### config.mk
export PLATFORM = sky130hd
export DESIGN_NAME = controller_interface
export DESIGN_NICKNAME = d
export VERILOG_FILES = /design/src/rtl/controller_interface.sv
export SDC_FILE = /design/constraint.sdc
export NUM_CORES = 1
export LEC_CHECK = 0
export BUFFER_PORTS_ARGS = -buffer_cell sky130_fd_sc_hd__buf_2
export CAP_MARGIN = 40
export CELL_PAD_IN_SITES_DETAIL_PLACEMENT = 1
export CELL_PAD_IN_SITES_GLOBAL_PLACEMENT = 1
export CORE_MARGIN = 5
export CORE_UTILIZATION = 51
export DETAILED_ROUTE_END_ITERATION = 8
export PLACE_DENSITY = 0.82
export SETUP_SLACK_MARGIN = 0.15
export SLEW_MARGIN = 20
export SYNTH_ARGS = -nofsm -noshare
export SYNTH_HDL_FRONTEND = slang
export SYNTH_HIERARCHICAL = 1
export SYNTH_SLANG_ARGS = --single-unit
### constraint.sdc
create_clock -name clk -period 5.1 [get_ports clk]
set_clock_uncertainty 0.15 [all_clocks]
set_input_delay 0.255 -clock clk [delete_from_list [all_inputs] [get_ports clk]]
set_output_delay 0.255 -clock clk [all_outputs]
set_load 0.01 [all_outputs]
### src/rtl/controller_interface.sv
// controller_interface: polls two NES-style pads at vblank and serves the
// latched button bytes to the CPU at 0x7002 (pad 1) and 0x7003 (pad 2).

// One pad lane: a shift register that fills during a poll, and a held copy
// that the CPU reads. The held copy only changes on commit, so CPU reads
// never see a half-filled byte.
module controller_lane #(
    parameter int NUM_BUTTONS = 8
) (
    input  logic                   clk,
    input  logic                   rst_n,
    input  logic                   clear,
    input  logic                   sample,
    input  logic [2:0]             bit_idx,
    input  logic                   data_n,
    input  logic                   commit,
    output logic [NUM_BUTTONS-1:0] held_q
);
    logic [NUM_BUTTONS-1:0] shift_q;

    // Capture one button per sample strobe; the pad line is active-low.
    always_ff @(posedge clk or negedge rst_n) begin
        if (!rst_n)      shift_q          <= '0;
        else if (clear)  shift_q          <= '0;
        else if (sample) shift_q[bit_idx] <= ~data_n;
    end

    // Publish the completed byte in one step.
    always_ff @(posedge clk or negedge rst_n) begin
        if (!rst_n)      held_q <= '0;
        else if (commit) held_q <= shift_q;
    end
endmodule

module controller_interface #(
    parameter int CLK_DIV     = 6,
    parameter int NUM_BUTTONS = 8
) (
    input  logic       clk,
    input  logic       rst_n,
    input  logic       start_poll,
    input  logic       controller_data_1,
    input  logic       controller_data_2,
    output logic       controller_latch,
    output logic       controller_clk,
    input  logic       SELECT_controller,
    input  logic       address_bit0,
    output logic [7:0] data_out,
    output logic       busy,
    output logic       poll_done
);
    localparam int NUM_PADS = 2;
    localparam int DIV_W    = (CLK_DIV > 1) ? $clog2(CLK_DIV) : 1;

    typedef enum logic [2:0] {IDLE, LATCH, SHIFT_LOW, SHIFT_HIGH, DONE} state_t;

    state_t     state, next_state;
    logic [DIV_W-1:0] div_cnt;
    logic [2:0] bit_cnt;
    logic       div_last;
    logic       clear, sample, commit;

    logic [NUM_PADS-1:0]                  pad_data;
    logic [NUM_PADS-1:0][NUM_BUTTONS-1:0] held;

    assign div_last = (div_cnt == DIV_W'(CLK_DIV - 1));
    assign clear    = (state == IDLE) && start_poll;
    assign sample   = div_last && ((state == LATCH) || (state == SHIFT_HIGH));
    assign commit   = (state == DONE);
    assign pad_data = {controller_data_2, controller_data_1};

    // State register.
    always_ff @(posedge clk or negedge rst_n) begin
        if (!rst_n) state <= IDLE;
        else        state <= next_state;
    end

    // Next-state: each serial phase lasts CLK_DIV cycles; start_poll only
    // matters in IDLE, so requests during a poll are dropped.
    always_comb begin
        next_state = state;
        case (state)
            IDLE:       if (start_poll) next_state = LATCH;
            LATCH:      if (div_last)   next_state = SHIFT_LOW;
            SHIFT_LOW:  if (div_last)   next_state = SHIFT_HIGH;
            SHIFT_HIGH: if (div_last)   next_state = (bit_cnt == 3'd7) ? DONE : SHIFT_LOW;
            DONE:                       next_state = IDLE;
            default:                    next_state = IDLE;
        endcase
    end

    // Outputs decoded from state only, so pad strobes are glitch-free.
    always_comb begin
        controller_latch = 1'b0;
        controller_clk   = 1'b1;
        busy             = 1'b1;
        poll_done        = 1'b0;
        case (state)
            IDLE:      busy             = 1'b0;
            LATCH:     controller_latch = 1'b1;
            SHIFT_LOW: controller_clk   = 1'b0;
            DONE:      poll_done        = 1'b1;
            default:   ;
        endcase
    end

    // Phase divider: restarts at every phase boundary and while idle.
    always_ff @(posedge clk or negedge rst_n) begin
        if (!rst_n)                           div_cnt <= '0;
        else if ((state == IDLE) || div_last) div_cnt <= '0;
        else                                  div_cnt <= div_cnt + DIV_W'(1);
    end

    // Bit counter: the latch phase yields bit 7 (count 0), each clock-high
    // phase yields bit 7-count, so one index formula covers both.
    always_ff @(posedge clk or negedge rst_n) begin
        if (!rst_n)                                  bit_cnt <= '0;
        else if (state == IDLE)                      bit_cnt <= '0;
        else if (sample && (bit_cnt != 3'd7))        bit_cnt <= bit_cnt + 3'd1;
    end

    for (genvar p = 0; p < NUM_PADS; p++) begin : g_lane
        controller_lane #(.NUM_BUTTONS(NUM_BUTTONS)) u_lane (
            .clk     (clk),
            .rst_n   (rst_n),
            .clear   (clear),
            .sample  (sample),
            .bit_idx (3'd7 - bit_cnt),
            .data_n  (pad_data[p]),
            .commit  (commit),
            .held_q  (held[p])
        );
    end

    // Side-effect-free read mux.
    assign data_out = SELECT_controller ? held[address_bit0] : 8'h00;
endmodule

== Word level (Yosys, flattened, before mapping) ==
Cells that the tools add are included.

* Register bits after elaboration: 41
* Latch bits: 0
* RAM bits: 0
* Bits in read-only memories: 0
* Bits of input ports: 7
* Output and inout bits: 12
* Word-level logic and storage cells: 60
* Memories: 0

* Add/sub/neg operators: 3
* $mul: 0
* Divide/modulo/power cells: 0
* $lt $le $gt $ge: 3
* Equal/unequal tests: 11
* Shift operators: 0
* Muxes and demuxes: 24
* Bitwise operators: 2
* Reductions and logical operators: 10

{| class="wikitable"
|+ Operator list
! cell !! count
|-
| $mux 8 || 7
|-
| $mux 3 || 8
|-
| $bwmux 8 || 2
|-
| $pmux 3 s4 || 1
|-
| $eq 3x3->1 const B || 3
|-
| $ne 2x2->1 const B || 4
|-
| $add 3x1->3 const B || 2
|-
| $eq 3x2->1 const B || 2
|-
| $mux 1 || 5
|-
| $logic_and 1x1->1 || 4
|-
| $lt 3x4->1 const B || 1
|-
| $reduce_and 4->1 || 1
|-
| $reduce_bool 2->1 || 2
|-
| $demux 1 s3 || 1
|-
| $eq 3x1->1 const B || 1
|-
| $ge 3x1->1 const B || 1
|-
| $logic_not 3->1 || 1
|-
| $ne 3x3->1 const B || 1
|-
| $sub 3x3->3 const A || 1
|-
| $logic_or 1x1->1 || 2
|-
| $lt 1x2->1 const B || 1
|-
| $not 1->1 || 2
|}

== Depth between registers and ports, before layout ==
Gate-level depths: netlist of run 1.

* Depth in word-level cells: 8
* Gate-level depth with buffers: 6
* Gate-level depth less buffers: 6

== Hierarchy ==
The synthesis of run 1 kept the hierarchy.

{| class="wikitable"
|+ By module, submodules not included
! module !! times used !! cells each !! area each (um2) !! seq. area each (um2)
|-
| controller_lane || 2 || 51 || 728.2 || 400.4
|-
| controller_interface || 1 || 67 || 636.9 || 225.2
|}

== Worst setup path after synthesis of run 1 ==
Ideal clock, no wire load.

* Path kind: register to register
* Start: register state[0]
* End: register g_lane[0].u_lane.held_q[0]
* Library setup time: 0.125 ns
* Arrival time: 1.360 ns
* Required time: 4.825 ns
* Setup slack: 3.466 ns
* Cell stages (with the launch flop): 5
* Path buffers: 1
* Period minus slack after synthesis: 1.634 ns
* Cell sequence: dfrtp_1 > nor2_1 > and2_1 > buf_2 > mux2_2

* Cells in the longest elaborated chain, start to end: 1

{| class="wikitable"
|+ Ends and longest elaborated chain
! item !! RTL line !! source
|-
| from (decl) || 57 || <nowiki>state_t state, next_state;</nowiki>
|-
| from (signal assigned) || 75 || <nowiki>else state <= next_state;</nowiki>
|-
| $eq 3x3->1 || 69 || <nowiki>assign commit = (state == DONE);</nowiki>
|-
| to (signal assigned) || 31 || <nowiki>else if (commit) held_q <= shift_q;</nowiki>
|-
| to (decl) || 17 || <nowiki>output logic [NUM_BUTTONS-1:0] held_q</nowiki>
|}

No other way between the ends.
A chain may end at the register's enable or synchronous reset.

== Worst setup path after layout of run 1 ==
* Start: register state[0]
* End: output poll_done

* Cells in the longest elaborated chain, start to end: 2

{| class="wikitable"
|+ Ends and longest elaborated chain
! item !! RTL line !! source
|-
| $eq 3x3->1 || 98 || <nowiki>case (state)</nowiki>
|-
| $mux 1 || 98 ||
|-
| to (decl) || 50 || <nowiki>output logic poll_done</nowiki>
|}

No other way between the ends.

==> metrics.txt, run 1 <==
post-CTS setup buffers 0; Cells after Synth between 150 and 200; status completed; Worst Max-Slew Pin Slew ~0.79 ns; crit path cell chain nor2_1 > and2_1 > buf_2; Layout Nets between 200 and 250; Die Area between 5000 and 6000 sq um; Syn Area/Cell ~12 sq um; Setup CP Type flip-flop to output port; Clock Tree Buf Depth 2; # resized after CTS 0; Synth Warn # 6; CP max FO 17; post-synthesis net count 180; vias around 1,400; min cycle time layout 2.30 ns; fin crit share 0.452; RSZ-0062 raised after global routing no; total CTS buffers 5; core area about 4000 sq um; port bufs 18; Max-Cap Viols 0; CP delay by family, top simple AND/OR/NAND/NOR gates; std cell rows 23; crit path buf inv count 1; Final setup viols 0; synth top area cells dfrtp_1 (49%), mux2i_1 (12%), mux2_2 (8.6%); CP required about 4.7 ns; Post-synth top cells dfrtp_1 (41), mux2i_1 (26), mux2_2 (16), nand2b_1 (16), nor2_1 (9); All-Layer GR Usage 0.183; Chip Height 74.1 um; clock sink count ~40; final-report max-slew violation count 0; fmax about 430 MHz; global-route wire length before repair around 7400 um; Setup TNS 0 ns; pre-CTS WS ~3 ns; Worst-path clk slew 0.07 ns; Synth top area share 0.490; most used standard cell by instance count after synthesis dfrtp_1; max incr delay on CP between 0.6 and 0.7 ns; Fillers 413; sequential area share after synthesis 0.490; Netlist cell types 29; 1st-pass router iterations 2; Detailed Place HPWL about 3200 um; Async S/R FF share, synth 1.00; Area Growth Syn to Fin 11.1%; routability cong. 0.772; Residual DRC 0; H-Tree Depth 2; Post-synth EDFFs 0; Max-slew headroom 0.475; Die X approximately 74 um; DR iter-0 viols 46; leading area contributor after synthesis dfrtp_1; hold path startpoint start_poll; IO Count 19; Initial Util 0.523; hold_buf cts 1; Routed wire per std cell roughly 18 um; largest net degree at the start of global routing 33; vias in the first global route 1,466; Critical Path Start state[0]$_DFFE_PN0P_; total grt overflow 0; Pwr Density roughly 370 nW/um^2; mapped cell area ~2100 sq um; Seq cells post-synth 41; Crit path depth 3; slowest CP cell and2_1; final core utilization 0.581; post-DR vias/cell roughly 5.7; TritonCTS clock tree done; Worst Hold Slack about 0.11 ns; Crit. End Element output port; worst hold-check path type primary input to flip-flop; Main synth FF type dfrtp_1; Peak supply drop between 0.2 and 0.3 mV; worst endpoint data arrival time 1.90 ns; Post-Route WL 4350 um; R2R depth 4; Diodes inserted 0; startpoint types flip-flop; WHS Path Cells 3; antenna violations before repair 0; Final Hold Viols 0; Clock Tree Root clkbuf_8; Pleak around 1.1 nW; post-route antenna net violation count 0; final worst slack 2.80 ns; share of layout cells above drive strength 1 0.246; clock latency reported for the late side of the worst-skew pair between 0.2 and 0.3 ns; R2R Path Start state[2]$_DFFE_PN0P_
flip-flops by register name (all words and copies together), names as in the netlist:
| signal | cells |
|---|---|
| g_lane.u_lane/shift_q | 16 |
| bit_cnt | 3 |
| div_cnt | 3 |
| state | 3 |
| g_lane.u_lane/held_q | 16 |
cell usage in the layout (no fill, tap or decap), drive strengths merged:
cell	instances
clkinv	1
nor2	9
buf	19
nand2b	16
mux2	16
nor4b	2
nand3b	2
o211ai	1
nand4	2
a221oi	1
inv	5
and4b	1
nor2b	8
nand2	4
and4bb	6
a21oi	2
nand3	1
and2	2
nor3	1
nor3b	1
dlygate4sd3	1
o31ai	1
nand4b	7
or2	2
dfrtp	41
mux2i	26
o21ai	2
clkbuf	7
ha	4
worst reg2reg max path: cells and delay by family, from the launching register on:
kind	cells	cell delay, ns
muxes	1	0.15
and+or+nand+nor	3	1.21
DFF	1	0.46
stage by stage:
stage / instances / total power, W / instance area (sq um)
3_5_place_dp: 233 / 0.000654 / 2230
3_3_place_gp: 232 / 0.000631 / 2210
2_1_floorplan: 169 / 0.000577 / 2090
4_1_cts: 241 / 0.000865 / 2320
6_report: 241 / 0.000856 / 2320
5_1_grt: 241 / 0.000916 / 2320
layer usage:
metal	routed length, um	share of wire	GRT usage	vias up
li1	-	-	-	646
met1	1840	0.42	0.218	693
met2	2250	0.52	0.326	21
met3	180	0.041	0.0459	8
met4	85	0.020	0.0584	0
met5	0	0	0	-
cell type report:
cell class	instances	area, sq um	area share
clock buffer	7	86.3	0.0371
multi-input combinational	117	1010	0.433
inverter	6	23.8	0.0102
tap	50	62.6	0.0269
timing repair buffer	20	120	0.0517
sequential	41	1030	0.441
where the power goes:
| part | switching, W | internal [W] | leakage, nW |
|---|---|---|---|
| combinational | 0.000135 | 0.0000916 | 0.547 |
| sequential | 0.0000490 | 0.000371 | 0.558 |
| clock | 0.000102 | 0.000107 | 0.0443 |
| total | 0.000286 | 0.000570 | 1.15 |
cells by family after synthesis:
family | after synthesis | share of synthesized area
adder cells (fa/ha/maj) | 4 | 0.0239
flip-flops | 41 | 0.490
AND/OR/NAND/NOR | 64 | 0.222
AO/OA/AOI/OAI | 7 | 0.0239
buffers and inverters | 11 | 0.0293
multiplexers | 42 | 0.210
final timing paths:
| kind | to | slack, ns |
|---|---|---|
| setup / recovery | poll_done | 2.80 |
| hold / removal | state[0]$_DFFE_PN0P_ | 0.11 |
| setup reg to reg | g_lane[0].u_lane/shift_q[0]$_DFFE_PN0P_ | 2.99 |
| hold reg to reg | div_cnt[0]$_DFF_PN0_ | 0.32 |
| max in group asynchronous | g_lane[1].u_lane/held_q[2]$_DFFE_PN0P_ | 4.13 |
| min in group asynchronous | div_cnt[1]$_DFF_PN0_ | 0.24 |
(Power assumes the default switching activity.)
==> run 2: changes to the inputs <==
ABC_AREA = 1   (was not set)
CORE_UTILIZATION = 44   (was 51)
PLACE_DENSITY = 0.78   (was 0.82)
clock period = 2.2 ns   (was 5.1 ns; I/O delays follow)
==> run 2 against run 1 <==
Net effect:
- critical path depth up 6
- first-iteration DRC count increased by 39%
- core utilization decreased by 6.1 points
- critical path type is now flip-flop to flip-flop
- largest cell class unchanged
- sequential power up 82%
- routed wire length increased by 15%
- synthesized area grew 2.0%
- combinational power down 69%
- global-route usage is 0.67 points lower
==> metrics.txt, run 2 <==
status completed; Post-synth EDFFs 0; H-Tree Depth 2; Seq cells post-synth 41; largest net degree at the start of global routing 20; total grt overflow 0; core area 4720 sq um; most frequent cells in the layout nand2_1 (72), dfrtp_1 (41), inv_1 (36), nor2_1 (36), nand3_1 (24); Diodes inserted 0; Worst R2R End g_lane[1].u_lane/shift_q[0]$_DFFE_PN0P_; Async S/R FF share, synth 1.00; Critical Path Start state[2]$_DFFE_PN0P_; Clock Tree Buf Depth 2; Worst-path clk slew 0.08 ns; DP Area 2330 sq um; Layout Nets 304; Main synth FF type dfrtp_1; Worst Max-Slew Pin Slew roughly 0.32 ns; clock latency reported for the late side of the worst-skew pair roughly 0.29 ns; total CTS buffers 5; worst hold-check path type primary input to flip-flop; max incr delay on CP between 0.4 and 0.5 ns; Detailed Place HPWL 3800 um; Synth Warn # 6; Die X between 70 and 80 um; antenna violations before repair 0; slowest CP cell dfrtp_1; Final Hold Viols 0; Post-Route WL 4990 um; Netlist cell types 20; leading area contributor after synthesis dfrtp_1; vias between 1,500 and 2,000; Final setup viols 0; fin crit share 0.794; clock sink count 41; CP required between 2 and 2.5 ns; Routed wire per std cell ~14 um; Switching Share 0.214; port bufs 18; Gate power share 0.048; DR iter-0 viols 64; 1st-pass router iterations 4; final-report max-slew violation count 0; Psw 0.000314 W; proportion of power drawn by the clock network 0.431; crit path cell chain nor2_2 > nand2_2 > nor2_1 > buf_4 > inv_2 > nand2_2 > nand3_1 > nand2_1 > inv_1; Max-Cap Viols 0; CP max FO 8; reg2reg setup slack 0.45 ns; Chip Height ~80 um; sequential share of power 0.521; internal power around 0.0012 W; Pwr Density between 500 and 600 nW/um^2; post-synthesis net count 277; Clock Tree Root clkbuf_8; All-Layer GR Usage 0.177; Pleak ~1.3 nW; biggest regs g_lane.u_lane/held_q (16), g_lane.u_lane/shift_q (16); post-route antenna net violation count 0; Crit. End Element flip-flop; Overall Power about 0.0015 W; Syn Area/Cell 8.02 sq um; most common cell after layout, fill and taps aside nand2_1; global-route wire length before repair between 8000 and 9000 um; worst endpoint data arrival time about 1.8 ns; routability cong. 0.761; sequential area share after synthesis 0.481; std cell rows 25; mapped cell area approximately 2100 sq um; Area Growth Syn to Fin 15.0%; Max-slew headroom 0.785; final core utilization 0.520; CP endpoint g_lane[1].u_lane/shift_q[0]$_DFFE_PN0P_; synth top area cells dfrtp_1 (48%), nand2_1 (13%), mux2_2 (7.4%); post-CTS setup buffers 0; Final Instance Area roughly 2500 sq um; TritonCTS clock tree done; Synth top area share 0.481; Initial Util 0.452; post-DR vias/cell between 4 and 5; Post-synth top cells nand2_1 (72), dfrtp_1 (41), inv_1 (36), nor2_1 (36), nand3_1 (24); Residual DRC 0; Cells after Synth around 270; share of layout cells above drive strength 1 0.218; RSZ-0062 raised after global routing no; R2R Path Start state[2]$_DFFE_PN0P_; vias in the first global route between 1,500 and 2,000; fmax ~570 MHz; Setup CP Type flip-flop to flip-flop; Peak supply drop between 0.3 and 0.4 mV; Setup TNS 0 ns; most used standard cell by instance count after synthesis nand2_1; min cycle time layout 1.75 ns; IO Count 19; R2R depth 9; Worst Hold Slack about 0.012 ns; startpoint types flip-flop; CP most frequent cell nand2_2; Die Area around 6300 sq um
## run 2: cell count changes after synthesis, sizes merged, moves of 6 or more
cell / previous run / this run
nor2: 9 / 45
nor2b: 8 / 0
nand2b: 16 / 0
nand2: 4 / 76
nand3: 1 / 25
inv: 5 / 42
o21ai: 2 / 9
nand4b: 7 / 0
and4bb: 6 / 0
mux2i: 26 / 0
## run 2: worst min path at each step
stage / startpoint / to / slack, ns / cells past startpoint
after floorplan: rst_n / bit_cnt[0]$_DFFE_PN0P_ / -0.34 / 0
after global placement: rst_n / bit_cnt[2]$_DFFE_PN0P_ / -0.13 / 1
after detailed placement: rst_n / g_lane[1].u_lane/shift_q[5]$_DFFE_PN0P_ / -0.12 / 1
after CTS: controller_data_2 / g_lane[1].u_lane/shift_q[7]$_DFFE_PN0P_ / 0.008 / 4
after global routing: controller_data_2 / g_lane[1].u_lane/shift_q[7]$_DFFE_PN0P_ / 0.03 / 4
final: controller_data_2 / g_lane[1].u_lane/shift_q[7]$_DFFE_PN0P_ / 0.01 / 4
## run 2: cell families (layout without fill, tap and decap cells)
kind of cell,Yosys count,after routing,synth area share
AND/OR/NAND/NOR,149,149,0.308
flip-flops,41,41,0.481
AO/OA/AOI/OAI,12,12,0.0293
buffers and inverters,45,73,0.0809
multiplexers,14,14,0.0739
XOR/XNOR,1,1,0.00410
adder cells (fa/ha/maj),4,4,0.0234
## run 2: cell type report
| cell class | count | area (sq um) |
|---|---|---|
| Fill cell | 590 | 2270 |
| Sequential cell | 41 | 1030 |
| Multi-Input combinational cell | 180 | 941 |
| Inverter | 42 | 158 |
| Timing Repair Buffer | 23 | 130 |
| Clock buffer | 7 | 86.3 |
| Tap cell | 67 | 83.8 |
| Clock inverter | 1 | 30.0 |
## run 2: power by group through the flow
stage	sequential, W	combinational, W	clock, W
2_1_floorplan	0.000778	0.0000304	0
3_3_place_gp	0.000779	0.0000680	0
3_5_place_dp	0.000779	0.0000711	0
4_1_cts	0.000764	0.0000731	0.000652
5_1_grt	0.000765	0.0000818	0.000698
6_report	0.000764	0.0000706	0.000632
## run 2: critical path: cells and delay by family (launching register included)
family | cells | cell delay, ns
flops | 1 | 0.43
simple gates | 6 | 0.78
buf+inv | 3 | 0.29
## run 2: what timing repair did
item / in CTS / in global routing
hold buffers: 1 / 0
setup endpoints to repair: 0 / 0
gates resized for setup: 0 / 0
hold endpoints to repair: 41 / 0
## run 2: per-stage QoR
step / worst slack, ns / cells
final: 0.454 / 361
after global routing: 0.287 / 361
after global placement: 0.553 / 352
after detailed placement: 0.468 / 352
after floorplan: 0.441 / 266
after CTS: 0.453 / 361
## run 2: routing by layer
layer	routed length (um)	global-route usage
met1	2220	0.213
met2	2530	0.307
met3	200	0.0530
met4	41	0.0430
met5	0	0
